===== src/rtl/coin_collector_pkg.sv =====
// Shared constants for the coin collector: start positions, respawn rows, LFSR taps, FSM encoding.
// Latency: n/a (constants and pure functions only).
// Backpressure: n/a.
package coin_pkg;

  localparam int MAX_COINS = 16;

  typedef struct packed {
    logic [9:0] x;
    logic [9:0] y;
  } coin_xy_t;

  // Power-on coin placement; slots beyond N_COINS are simply not used.
  localparam coin_xy_t INIT_XY [MAX_COINS] = '{
    '{x: 10'd40,  y: 10'd100}, '{x: 10'd120, y: 10'd100},
    '{x: 10'd200, y: 10'd200}, '{x: 10'd224, y: 10'd200},
    '{x: 10'd320, y: 10'd300}, '{x: 10'd400, y: 10'd300},
    '{x: 10'd480, y: 10'd360}, '{x: 10'd560, y: 10'd360},
    '{x: 10'd40,  y: 10'd420}, '{x: 10'd104, y: 10'd420},
    '{x: 10'd168, y: 10'd420}, '{x: 10'd232, y: 10'd420},
    '{x: 10'd296, y: 10'd420}, '{x: 10'd360, y: 10'd420},
    '{x: 10'd424, y: 10'd420}, '{x: 10'd488, y: 10'd420}
  };

  // Platform rows a respawned coin may land on.
  localparam logic [9:0] ROW_Y [8] = '{
    10'd64, 10'd96, 10'd128, 10'd160, 10'd200, 10'd240, 10'd300, 10'd360
  };

  // Fibonacci taps 16,14,13,11 expressed as bit positions 15,13,12,10.
  localparam logic [15:0] LFSR_TAPS = 16'hB400;

  typedef enum logic {
    IDLE = 1'b0,
    SCAN = 1'b1
  } state_e;

  // Keep respawn x on screen: fold the top of the 10-bit range back by 512.
  function automatic logic [9:0] respawn_x(input logic [9:0] r);
    return (r > 10'd624) ? (r - 10'd512) : r;
  endfunction

  // Three-digit BCD increment that sticks at 999.
  function automatic logic [11:0] bcd_inc_sat(input logic [11:0] s);
    logic [3:0] d0, d1, d2;
    d0 = s[3:0];
    d1 = s[7:4];
    d2 = s[11:8];
    if (s == 12'h999) return s;
    if (d0 != 4'd9) begin
      d0 = d0 + 4'd1;
    end else begin
      d0 = 4'd0;
      if (d1 != 4'd9) begin
        d1 = d1 + 4'd1;
      end else begin
        d1 = 4'd0;
        d2 = d2 + 4'd1;
      end
    end
    return {d2, d1, d0};
  endfunction

endpackage


===== src/rtl/coin_collector_if.sv =====
// Bundle between the sprite/pixel pipeline and the coin collector.
// Latency: pixel outputs are combinational on xg/yg; score/pulse follow the slot scan.
// Backpressure: none; frame_tick is a fire-and-forget pulse.
interface coin_collector_if;
  logic       frame_tick;
  logic [9:0] mario_left;
  logic [9:0] mario_top;
  logic [9:0] xg;
  logic [9:0] yg;
  logic       coin_on;
  logic [3:0] coin_x_rom;
  logic [3:0] coin_y_rom;
  logic [11:0] score_bcd;
  logic       collect_pulse;

  modport master (
    output frame_tick, mario_left, mario_top, xg, yg,
    input  coin_on, coin_x_rom, coin_y_rom, score_bcd, collect_pulse
  );

  modport slave (
    input  frame_tick, mario_left, mario_top, xg, yg,
    output coin_on, coin_x_rom, coin_y_rom, score_bcd, collect_pulse
  );
endinterface


===== src/rtl/coin_collector_lfsr16.sv =====
// 16-bit Fibonacci LFSR used to pick coin respawn positions.
// Latency: value reflects a step on the cycle after step is high.
// Backpressure: advances only when step is asserted, otherwise holds.
module lfsr16
  import coin_pkg::*;
(
  input  logic        clk,
  input  logic        rst,
  input  logic        step,
  input  logic [15:0] seed,
  output logic [15:0] value
);

  logic [15:0] value_q, value_d;

  // Shift in the XOR of the tapped bits when a respawn consumes a value.
  always_comb begin
    value_d = value_q;
    if (step) value_d = {value_q[14:0], ^(value_q & LFSR_TAPS)};
  end

  // State register; reset reloads the seed.
  always_ff @(posedge clk or negedge rst) begin
    if (!rst) value_q <= seed;
    else      value_q <= value_d;
  end

  assign value = value_q;

endmodule


===== src/rtl/coin_collector.sv =====
// Coin slot array: per-frame scan collects coins under Mario, keeps BCD score, respawns coins.
// Latency: scan runs one slot per cycle on cycles 1..N_COINS after frame_tick; pixel path is combinational.
// Backpressure: none; a frame_tick arriving mid-scan is dropped.
module coin_collector
  import coin_pkg::*;
#(
  parameter int          N_COINS        = 8,
  parameter int          COIN_SIZE      = 15,
  parameter int          MARIO_W        = 27,
  parameter int          MARIO_H        = 31,
  parameter int          RESPAWN_FRAMES = 120,
  parameter logic [15:0] LFSR_SEED      = 16'hACE1
) (
  input logic             clk,
  input logic             rst,
  coin_collector_if.slave bus
);

  localparam int IW = $clog2(N_COINS);

  state_e               state_q, state_d;
  logic [IW-1:0]        idx_q, idx_d;
  logic [9:0]           ml_q, ml_d, mt_q, mt_d;
  logic [N_COINS-1:0]   valid_q, valid_d;
  logic [9:0]           cx_q [N_COINS];
  logic [9:0]           cx_d [N_COINS];
  logic [9:0]           cy_q [N_COINS];
  logic [9:0]           cy_d [N_COINS];
  logic [7:0]           resp_q [N_COINS];
  logic [7:0]           resp_d [N_COINS];
  logic [11:0]          score_q, score_d;

  logic        collect;
  logic        lfsr_step;
  logic [15:0] lfsr_val;
  logic        unused_lfsr_hi;
  logic [9:0]  cur_cx, cur_cy;
  logic        overlap;

  lfsr16 u_lfsr (
    .clk   (clk),
    .rst   (rst),
    .step  (lfsr_step),
    .seed  (LFSR_SEED),
    .value (lfsr_val)
  );

  // The top LFSR bits only matter for the feedback, not for the position.
  assign unused_lfsr_hi = ^lfsr_val[15:13];

  assign cur_cx = cx_q[idx_q];
  assign cur_cy = cy_q[idx_q];

  // 11-bit compares so box edges near 1023 never wrap; all edges inclusive.
  assign overlap = ({1'b0, ml_q} <= ({1'b0, cur_cx} + 11'(COIN_SIZE))) &&
                   ({1'b0, cur_cx} <= ({1'b0, ml_q} + 11'(MARIO_W))) &&
                   ({1'b0, mt_q} <= ({1'b0, cur_cy} + 11'(COIN_SIZE))) &&
                   ({1'b0, cur_cy} <= ({1'b0, mt_q} + 11'(MARIO_H)));

  // Scan FSM next state: snapshot Mario on frame_tick, then visit one slot per cycle.
  always_comb begin
    state_d   = state_q;
    idx_d     = idx_q;
    ml_d      = ml_q;
    mt_d      = mt_q;
    valid_d   = valid_q;
    cx_d      = cx_q;
    cy_d      = cy_q;
    resp_d    = resp_q;
    score_d   = score_q;
    collect   = 1'b0;
    lfsr_step = 1'b0;
    case (state_q)
      IDLE: begin
        if (bus.frame_tick) begin
          ml_d    = bus.mario_left;
          mt_d    = bus.mario_top;
          idx_d   = '0;
          state_d = SCAN;
        end
      end
      SCAN: begin
        if (valid_q[idx_q]) begin
          if (overlap) begin
            valid_d[idx_q] = 1'b0;
            resp_d[idx_q]  = 8'(RESPAWN_FRAMES);
            collect        = 1'b1;
            score_d        = bcd_inc_sat(score_q);
          end
        end else begin
          // A slot revived here is not overlap-tested until the next frame.
          if (resp_q[idx_q] != 8'd0) resp_d[idx_q] = resp_q[idx_q] - 8'd1;
          if (resp_q[idx_q] == 8'd1) begin
            valid_d[idx_q] = 1'b1;
            cx_d[idx_q]    = respawn_x(lfsr_val[9:0]);
            cy_d[idx_q]    = ROW_Y[lfsr_val[12:10]];
            lfsr_step      = 1'b1;
          end
        end
        if (idx_q == IW'(N_COINS - 1)) state_d = IDLE;
        else                           idx_d   = idx_q + 1'b1;
      end
      default: state_d = IDLE;
    endcase
  end

  // All scan state in one register bank; reset restores the power-on coin layout.
  always_ff @(posedge clk or negedge rst) begin
    if (!rst) begin
      state_q <= IDLE;
      idx_q   <= '0;
      ml_q    <= '0;
      mt_q    <= '0;
      valid_q <= '1;
      score_q <= '0;
      for (int i = 0; i < N_COINS; i++) begin
        cx_q[i]   <= INIT_XY[i].x;
        cy_q[i]   <= INIT_XY[i].y;
        resp_q[i] <= '0;
      end
    end else begin
      state_q <= state_d;
      idx_q   <= idx_d;
      ml_q    <= ml_d;
      mt_q    <= mt_d;
      valid_q <= valid_d;
      score_q <= score_d;
      cx_q    <= cx_d;
      cy_q    <= cy_d;
      resp_q  <= resp_d;
    end
  end

  // Pixel hit test; ROM offsets come from the lowest-index slot covering the pixel.
  always_comb begin
    logic [9:0] dx, dy;
    bus.coin_on    = 1'b0;
    bus.coin_x_rom = 4'd0;
    bus.coin_y_rom = 4'd0;
    for (int i = 0; i < N_COINS; i++) begin
      dx = bus.xg - cx_q[i];
      dy = bus.yg - cy_q[i];
      if (valid_q[i] &&
          ({1'b0, bus.xg} >= {1'b0, cx_q[i]}) &&
          ({1'b0, bus.xg} <= ({1'b0, cx_q[i]} + 11'(COIN_SIZE))) &&
          ({1'b0, bus.yg} >= {1'b0, cy_q[i]}) &&
          ({1'b0, bus.yg} <= ({1'b0, cy_q[i]} + 11'(COIN_SIZE)))) begin
        if (!bus.coin_on) begin
          bus.coin_x_rom = dx[3:0];
          bus.coin_y_rom = dy[3:0];
        end
        bus.coin_on = 1'b1;
      end
    end
  end

  // Pulse is decoded from registered scan state so it lines up with the slot being processed.
  assign bus.collect_pulse = collect;
  assign bus.score_bcd     = score_q;

endmodule


===== src/flat_wrapper.sv =====
// flat-port wrapper written by rule: the top's interface ports become plain ports
module coin_collector_flat import coin_pkg::*;
#(
  parameter int          N_COINS        = 8,
  parameter int          COIN_SIZE      = 15,
  parameter int          MARIO_W        = 27,
  parameter int          MARIO_H        = 31,
  parameter int          RESPAWN_FRAMES = 120,
  parameter logic [15:0] LFSR_SEED      = 16'hACE1
)
  (clk, rst, bus_frame_tick, bus_mario_left, bus_mario_top, bus_xg, bus_yg, bus_coin_on, bus_coin_x_rom, bus_coin_y_rom, bus_score_bcd, bus_collect_pulse);
  coin_collector_if bus_i ();
  input logic clk;
  input logic rst;
  input wire logic [$bits(bus_i.frame_tick)-1:0] bus_frame_tick;
  input wire logic [$bits(bus_i.mario_left)-1:0] bus_mario_left;
  input wire logic [$bits(bus_i.mario_top)-1:0] bus_mario_top;
  input wire logic [$bits(bus_i.xg)-1:0] bus_xg;
  input wire logic [$bits(bus_i.yg)-1:0] bus_yg;
  output wire logic [$bits(bus_i.coin_on)-1:0] bus_coin_on;
  output wire logic [$bits(bus_i.coin_x_rom)-1:0] bus_coin_x_rom;
  output wire logic [$bits(bus_i.coin_y_rom)-1:0] bus_coin_y_rom;
  output wire logic [$bits(bus_i.score_bcd)-1:0] bus_score_bcd;
  output wire logic [$bits(bus_i.collect_pulse)-1:0] bus_collect_pulse;
  assign bus_i.frame_tick = bus_frame_tick;
  assign bus_i.mario_left = bus_mario_left;
  assign bus_i.mario_top = bus_mario_top;
  assign bus_i.xg = bus_xg;
  assign bus_i.yg = bus_yg;
  assign bus_coin_on = bus_i.coin_on;
  assign bus_coin_x_rom = bus_i.coin_x_rom;
  assign bus_coin_y_rom = bus_i.coin_y_rom;
  assign bus_score_bcd = bus_i.score_bcd;
  assign bus_collect_pulse = bus_i.collect_pulse;
  coin_collector #(.N_COINS(N_COINS), .COIN_SIZE(COIN_SIZE), .MARIO_W(MARIO_W), .MARIO_H(MARIO_H), .RESPAWN_FRAMES(RESPAWN_FRAMES), .LFSR_SEED(LFSR_SEED)) u_core (.clk(clk), .rst(rst), .bus(bus_i));
endmodule

===== config.mk =====
export PLATFORM = sky130hd
export DESIGN_NAME = coin_collector_flat
export DESIGN_NICKNAME = d
export VERILOG_FILES = /design/src/rtl/coin_collector_pkg.sv /design/src/rtl/coin_collector_if.sv /design/src/rtl/coin_collector_lfsr16.sv /design/src/rtl/coin_collector.sv /design/src/flat_wrapper.sv
export SDC_FILE = /design/constraint.sdc
export NUM_CORES = 1
export LEC_CHECK = 0
export BUFFER_PORTS_ARGS = -buffer_cell sky130_fd_sc_hd__buf_2
export CAP_MARGIN = 40
export CORE_MARGIN = 4
export CORE_UTILIZATION = 60
export DETAILED_ROUTE_END_ITERATION = 6
export PLACE_DENSITY = 0.76
export SYNTH_ARGS = -nofsm -noshare
export SYNTH_HDL_FRONTEND = slang
export SYNTH_SLANG_ARGS = --single-unit

===== constraint.sdc =====
create_clock -name clk -period 5.9 [get_ports clk]
set_clock_uncertainty 0.1 [all_clocks]
set_input_delay 0.59 -clock clk [delete_from_list [all_inputs] [get_ports clk]]
set_output_delay 0.59 -clock clk [all_outputs]
set_load 0.005 [all_outputs]

# --- Word-level counts from Yosys, hierarchy flattened ---
# Memory sizes are Yosys's and may differ from the RTL's.
# Index checks and enable logic that the tools add are counted.
classes:
  n_addsub: 42
  n_bitwise: 10
  n_lt_le_gt_ge: 42
  n_eq_ne: 11
  n_reduce_logical: 49
  muxes: 89
ops:
  columns: ["op", "count"]
  rows:
  - ["10-bit by 11-bit <= comparator with 1-bit output", 20]
  - ["10-bit by 4-bit adder with 11-bit output (second input constant)", 18]
  - ["64-bit two-way mux", 3]
  - ["80-bit bitwise mux", 2]
  - ["10-bit greater-or-equal comparator", 16]
  - ["4-bit two-way mux", 35]
  - ["10-bit two-way mux", 8]
  - ["64-bit bitwise mux", 1]
  - ["4-bit subtractor", 16]
  - ["10-bit binary-select mux with 3-bit select", 2]
  - ["8-bit two-way mux", 6]
  - ["1-bit logical AND", 37]
  - ["32-bit AND", 1]
  - ["32-bit NOT", 1]
  - ["32-bit OR", 1]
  - ["10-bit demux with 3-bit select", 1]
  - ["8-bit binary-select mux with 3-bit select", 1]
  - ["8-bit demux with 3-bit select", 1]
  - ["10-bit by 5-bit adder with 11-bit output (second input constant)", 2]
  - ["1-bit two-way mux", 22]
  - ["16-bit parity", 1]
  - ["4-bit by 1-bit adder with 4-bit output (second input constant)", 3]
  - ["12-bit equality test (second input constant)", 1]
  - ["12-bit two-way mux", 1]
  - ["30 further kinds", 43]
word_totals:
  output_inout_bits: 22
  mem_count: 1
  mem_bits_ro: 80
  reg_bits: 284
  input_bits: 43
memory_table:
  columns: ["name", "words", "word_bits", "rd", "rd_clocked_by_memory_dff", "wr", "line", "source"]
  rows:
  - ["(no name shown)", 8, 10, 1, 0, 0, "coin_collector.sv:96", "cy_d[idx_q] = ROW_Y[lfsr_val[12:10]];"]

# --- Longest topological paths before layout ---
depth:
  ltp_word: 20
  depth_mapped: 25
  depth_no_buf: 19

# --- Worst setup path after synthesis ---
# OpenSTA, ideal clock, no wires.
synth_timing:
  path_kind: "flip-flop to flip-flop"
  start: "register u_core.idx_q[0]"
  end: "register u_core.resp_q[10] (netlist name)"
  path_stages_with_launch: 25
  period_less_slack_ps: 5077
  setup_ps: 125
  t_arrival_ps: 4852
  required_ps: 5675
  slack_ps: 823
  path_buffers: 7
  path_cell_list: "dfrtp_1 -> buf_6 -> buf_2 -> buf_2 -> buf_2 -> buf_2 -> or3_1 -> buf_2 -> o22ai_1 -> a221oi_1 -> and3_1 -> ha_1 -> nor3_1 -> xnor2_1 -> ha_1 -> nand3_1 -> nor2_1 -> a2111oi_0 -> nor2_1 -> o31ai_1 -> nand3_1 -> o21ai_2 -> and2_1 -> buf_2 -> mux2_2"
synth_via:
  elab_chain_cells: 11
synth_lines:
  columns: ["element", "line", "source"]
  rows:
  - ["start: declaration", "coin_collector.sv:22", "logic [IW-1:0] idx_q, idx_d;"]
  - ["start signal: assignment", "coin_collector.sv:123", "idx_q <= idx_d;"]
  - ["3-bit NOT with 4-bit output (not written as such)", null, null]
  - ["10-bit binary-select mux with 3-bit select", "coin_collector.sv:51", "assign cur_cx = cx_q[idx_q];"]
  - ["10-bit two-way mux (not written as such) (2 in a row)", "coin_collector.sv:51", null]
  - ["10-bit by 4-bit adder with 11-bit output", "coin_collector.sv:55", "assign overlap = ({1'b0, ml_q} <= ({1'b0, cur_cx} + 11'(COIN_SIZE))) &&"]
  - ["10-bit by 11-bit <= comparator with 1-bit output", "coin_collector.sv:55", null]
  - ["1-bit logical AND", "coin_collector.sv:55", null]
  - ["1-bit logical AND", "coin_collector.sv:56", "({1'b0, cur_cx} <= ({1'b0, ml_q} + 11'(MARIO_W))) &&"]
  - ["1-bit logical AND", "coin_collector.sv:57", "({1'b0, mt_q} <= ({1'b0, cur_cy} + 11'(COIN_SIZE))) &&"]
  - ["2-bit by 1-bit != test with 1-bit output (no source line)", null, null]
  - ["3-bit AND reduction (no source line)", null, null]
  - ["end signal: assignment", "coin_collector.sv:130", "resp_q <= resp_d;"]
  - ["end: declaration", "coin_collector.sv:29", "logic [7:0] resp_q [N_COINS];"]
# Several ways; a longest one is shown, not always the timed one. The select of a mux whose other input is x is not followed.
# A chain may end at the register's enable or synchronous reset.

# --- Final worst setup path ---
layout_timing:
  start: "register u_core.cy_q[72] (netlist name)"
  end: "output port bus_coin_y_rom[3]"
layout_via:
  elab_chain_cells: 18
layout_lines:
  columns: ["element", "line", "source"]
  rows:
  - ["start: declaration", "coin_collector.sv:27", "logic [9:0] cy_q [N_COINS];"]
  - ["start signal: indexed assignment", "coin_collector.sv:118", "cy_q[i] <= INIT_XY[i].y;"]
  - ["start signal: assignment", "coin_collector.sv:129", "cy_q <= cy_d;"]
  - ["10-bit by 4-bit adder with 11-bit output or 10-bit greater-or-equal comparator (tied branches)", "coin_collector.sv:147, coin_collector.sv:146", null]
  - ["10-bit by 11-bit <= comparator with 1-bit output or 1-bit logical AND (tied branches)", "coin_collector.sv:147, coin_collector.sv:145", null]
  - ["1-bit logical AND", "coin_collector.sv:146", "({1'b0, bus.yg} >= {1'b0, cy_q[i]}) &&"]
  - ["4-bit two-way mux or 1-bit two-way mux (tied branches)", "coin_collector.sv:143", "if (valid_q[i] &&"]
  - ["4-bit two-way mux", "coin_collector.sv:148", "if (!bus.coin_on) begin"]
  - ["4-bit two-way mux", "coin_collector.sv:143", null]
  - ["4-bit two-way mux", "coin_collector.sv:148", null]
  - ["4-bit two-way mux", "coin_collector.sv:143", null]
  - ["(+2 left out)", null, null]
  - ["4-bit two-way mux", "coin_collector.sv:148", null]
  - ["4-bit two-way mux", "coin_collector.sv:143", null]
  - ["4-bit two-way mux", "coin_collector.sv:148", null]
  - ["4-bit two-way mux", "coin_collector.sv:143", null]
  - ["4-bit two-way mux", "coin_collector.sv:148", null]
  - ["4-bit two-way mux", "coin_collector.sv:143", null]
  - ["4-bit two-way mux", "coin_collector.sv:148", null]
  - ["4-bit two-way mux (*)", "coin_collector.sv:143", null]
  - ["end: declaration", "flat_wrapper.sv:22", "output wire logic [$bits(bus_i.coin_y_rom)-1:0] bus_coin_y_rom;"]
# Every way passes the cells marked *; elsewhere a longest branch is shown, timed or not.

==> run_results.csv <==
group,metric,value,unit
cts,clk_latency,0.60,ns
logic_synthesis,synth_area_leaders,"dfrtp_1 (22%), ha_1 (19%), dfstp_2 (8.0%)",
logic_synthesis,synthesis.area,22340,um2
worst_setup_path,timing.rr.start,"u_core.idx_q[1]",
worst_setup_path,worstPathRequired,5.21,ns
die,row_count,70,
sta,fin_hold_ws,0.09806,ns
detailed_routing,drt-vias-per-instance,6.722,
final_layout,seq_area,6596,um2
worst_setup_path,arrival,5.02,ns
grt,grt_pass1_wl,118200,um
sta,setup_violations,0,
placement,dp_hpwl,58230,um
final_layout,fin_nets,2916,
cts,cts_tree,"done",
logic_synthesis,synth.most_common_cell,"ha_1",
detailed_routing,dr.pass1.iters,6,
sta,slew_headroom,0.3450,
placement,gp_congestion,1.029,
die,die_h,201.0,um
sta,finalSetupTns,0,ns
run_status,outcome,"finished clean",
die,start_util,0.6087,
hold_path,min-delay-start,"bus_mario_left[0]",
logic_synthesis,synth_edf_count,0,
grt,track_usage,0.3708,
hold_path,hold_path.class,"input port to register",
grt,grt_max_degree,84,
die,dieArea,40380,um2
worst_setup_path,slowest_delay,0.85,ns
final_layout,multi_input_area,14670,um2
grt,grt-ovfl-total,0,
cts,cts.sinks,260,
final_layout,syn2layout_area_growth,9.398,%
die,boundaryPins,65,
logic_synthesis,synth_seq_cells,260,
sta,worstMarginPinSlew,0.9698,ns
cts,clk_pin_slew,0.07,ns
detailed_routing,wire_per_inst,25.54,um
detailed_routing,drcViolationCount,0,
cts,clock_path_buffers,3,
logic_synthesis,ys_types,84,
final_layout,n_antenna_cell,0,
die,fp.coreArea,36700,um2
logic_synthesis,async_reset_ff_frac,1.000,
worst_setup_path,crit_family,"simple AND/OR/NAND/NOR gates",
grt,grt_pass1_vias,20080,
placement,numPortBuffers,64,
detailed_routing,wirelength,76940,um
cts,numCtsBuffers,31,
cts,clockRootBuffer,"clkbuf_16",
final_layout,drive_above_1_share,0.1501,
logic_synthesis,syn_nets,2845,
logic_synthesis,syn_avg_cell_area,9.118,um2
logic_synthesis,syn_inst,2450,
sta,finalMaxSlewViolations,0,
detailed_routing,vias,20250,
detailed_routing,initialDrtViolationCount,2057,
power_and_ir_drop,power_leakage,10.42,nW
sta,min_period_over_period,0.9684,
logic_synthesis,seq_area_frac_synth,0.2951,
logic_synthesis,yosys.area.top_type,"dfrtp_1",
power_and_ir_drop,finalPower,9.103,mW
worst_setup_path,crit_fanout,10,
logic_synthesis,synth_common_cells,"ha_1 (344), nand2_1 (272), o21ai_0 (212)",
worst_setup_path,end_kind,"primary output",
worst_setup_path,reg2reg_slack,0.51,ns
worst_setup_path,worst-path-buf-inv,4,
grt,antenna_found_initial,2,
detailed_routing,ant_nets,0,
worst_setup_path,startpoint,"u_core.cy_q[72]",
die,dieWidth,201.0,um
worst_setup_path,cp_cell_sequence,"inv_1 > ha_1 > nor3_1 > nand3_1 > xnor2_1 > ha_1 > nand4_1 > a31oi_1 > o41ai_1 > nand3_1 > buf_4 > and4_2 > nand4_1 > buf_4 > a21oi_1 > nor3_2 > buf_2",
worst_setup_path,cp-start-kind,"register",
power_and_ir_drop,power_density,372.5,nW/um2
power_and_ir_drop,irDropWorstVdd,0.0003836,V
logic_synthesis,yosysWarnings,0,
sta,fin_crit,5.714,ns
logic_synthesis,ys.flop_type,"dfrtp_1",
logic_synthesis,synth_top_area_share,0.2151,
worst_setup_path,cp_slowest_cell,"o41ai_1",
sta,hold_viol,0,
worst_setup_path,crit_type,"register to primary output",
flow_run,drv_cap,0,
sta,max_freq,175.0,MHz
cts,cts_max_level,1,
final_layout,nFillCells,3033,
==> registers in the layout, summed over array words and instances (netlist names), named ones only <==
register and cells:
u_core.bus.score_bcd 12, u_core.cx_q 80, u_core.cy_q 56, u_core.idx_q 3
u_core.ml_q 10, u_core.mt_q 10, u_core.resp_q 64, u_core.state_q 1
u_core.u_lfsr.value 16
==> area by class of cell <==
cell class,count,area share
clock buffer,40,0.03517
clock inverter,17,0.007680
inverter,191,0.02934
multi-input combinational,1914,0.6001
sequential,260,0.2699
tap,468,0.02396
timing repair buffer,123,0.03379
==> logic make-up (layout without fill, tap and decap cells) <==
kind of cell,after synthesis,in the layout,synth area share
AOI/OAI and AO/OA,620,620,0.1813
buffers and inverters,276,371,0.05091
muxes,111,111,0.06318
xor gates and xnor gates,165,165,0.06469
DFF,260,260,0.2951
adders and majority gates,352,352,0.1998
and+or+nand+nor,666,666,0.1450
==> stage by stage <==
step                  util  cells  area, um2  worst slack (ns)
finish              0.6659   3013      24440            0.1863
floorplan                -   2450      22340            0.8234
global placement    0.6329   2944      23230            0.6769
global route        0.6659   3013      24440          -0.03174
detailed placement  0.6344   2949      23280            0.5844
CTS                 0.6634   3007      24350           0.03642
==> what timing repair did <==
action                                 4_1_cts  5_1_grt
hold buffers                                 1        0
pin swaps                                    0        2
buffers inserted                             0        4
setup endpoints to repair                    1        7
endpoints found under the hold margin       58        0
cloned                                       0        1
gates resized for setup                      1        9
==> layout by cell type, fill, tap and decap left out, types with 12 or more instances in the layout <==
master,n
ha_1,344
nand2_1,272
o21ai_0,212
inv_1,191
dfrtp_1,190
xnor2_1,135
a21oi_1,86
nor2_1,85
mux2_2,70
dfstp_2,68
buf_2,63
nand3_1,55
buf_4,51
nor3_1,47
nand4_1,38
o22ai_1,37
a21o_1,36
clkbuf_16,32
xor2_1,30
nor2b_1,27
o21a_1,25
a211oi_1,23
or3_1,20
o211ai_1,20
and3_1,19
a31oi_1,19
mux2i_1,18
nand2b_1,18
a221oi_1,17
a2111oi_0,15
o2111ai_1,14
and2_1,13
mux4_2,13
a2bb2oi_1,13
o221ai_1,12
==> where the power goes <==
part,switching (mW),total (mW),leakage (nW),internal [mW]
logic,2.76,4.57,6.67,1.82
registers,0.382,2.52,3.23,2.14
clock network,0.848,2.01,0.524,1.16
==> worst paths after layout <==
path,cells after the start,end
min in group asynchronous,2,u_core.u_lfsr.value[4]
max in group asynchronous,3,u_core.cx_q[68]
worst min register to register,2,u_core.u_lfsr.value[15]
worst max register to register,18,u_core.resp_q[45]
worst min-delay path,3,u_core.ml_q[0]
worst max-delay path,17,bus_coin_y_rom[3]
==> worst reg2reg max path: cells and delay by family (launching register included) <==
family	cells	cell delay [ns]
AOI/OAI and AO/OA	4	1.17
xor gates and xnor gates	1	0.16
adders and majority gates	2	0.50
buffers and inverters	1	0.25
DFF	1	0.48
muxes	1	0.40
and+or+nand+nor	9	2.23
==> per-layer routing <==
layer  up-vias  part of all wire  GRT usage
met5         -           0.00017          0
met4         2             0.069     0.1976
met3       301             0.091    0.05590
met2      1051              0.45     0.5912
met1      9842              0.39     0.4893
li1       9057                 -          -
Note: power is estimated with default switching activity, not from simulation.
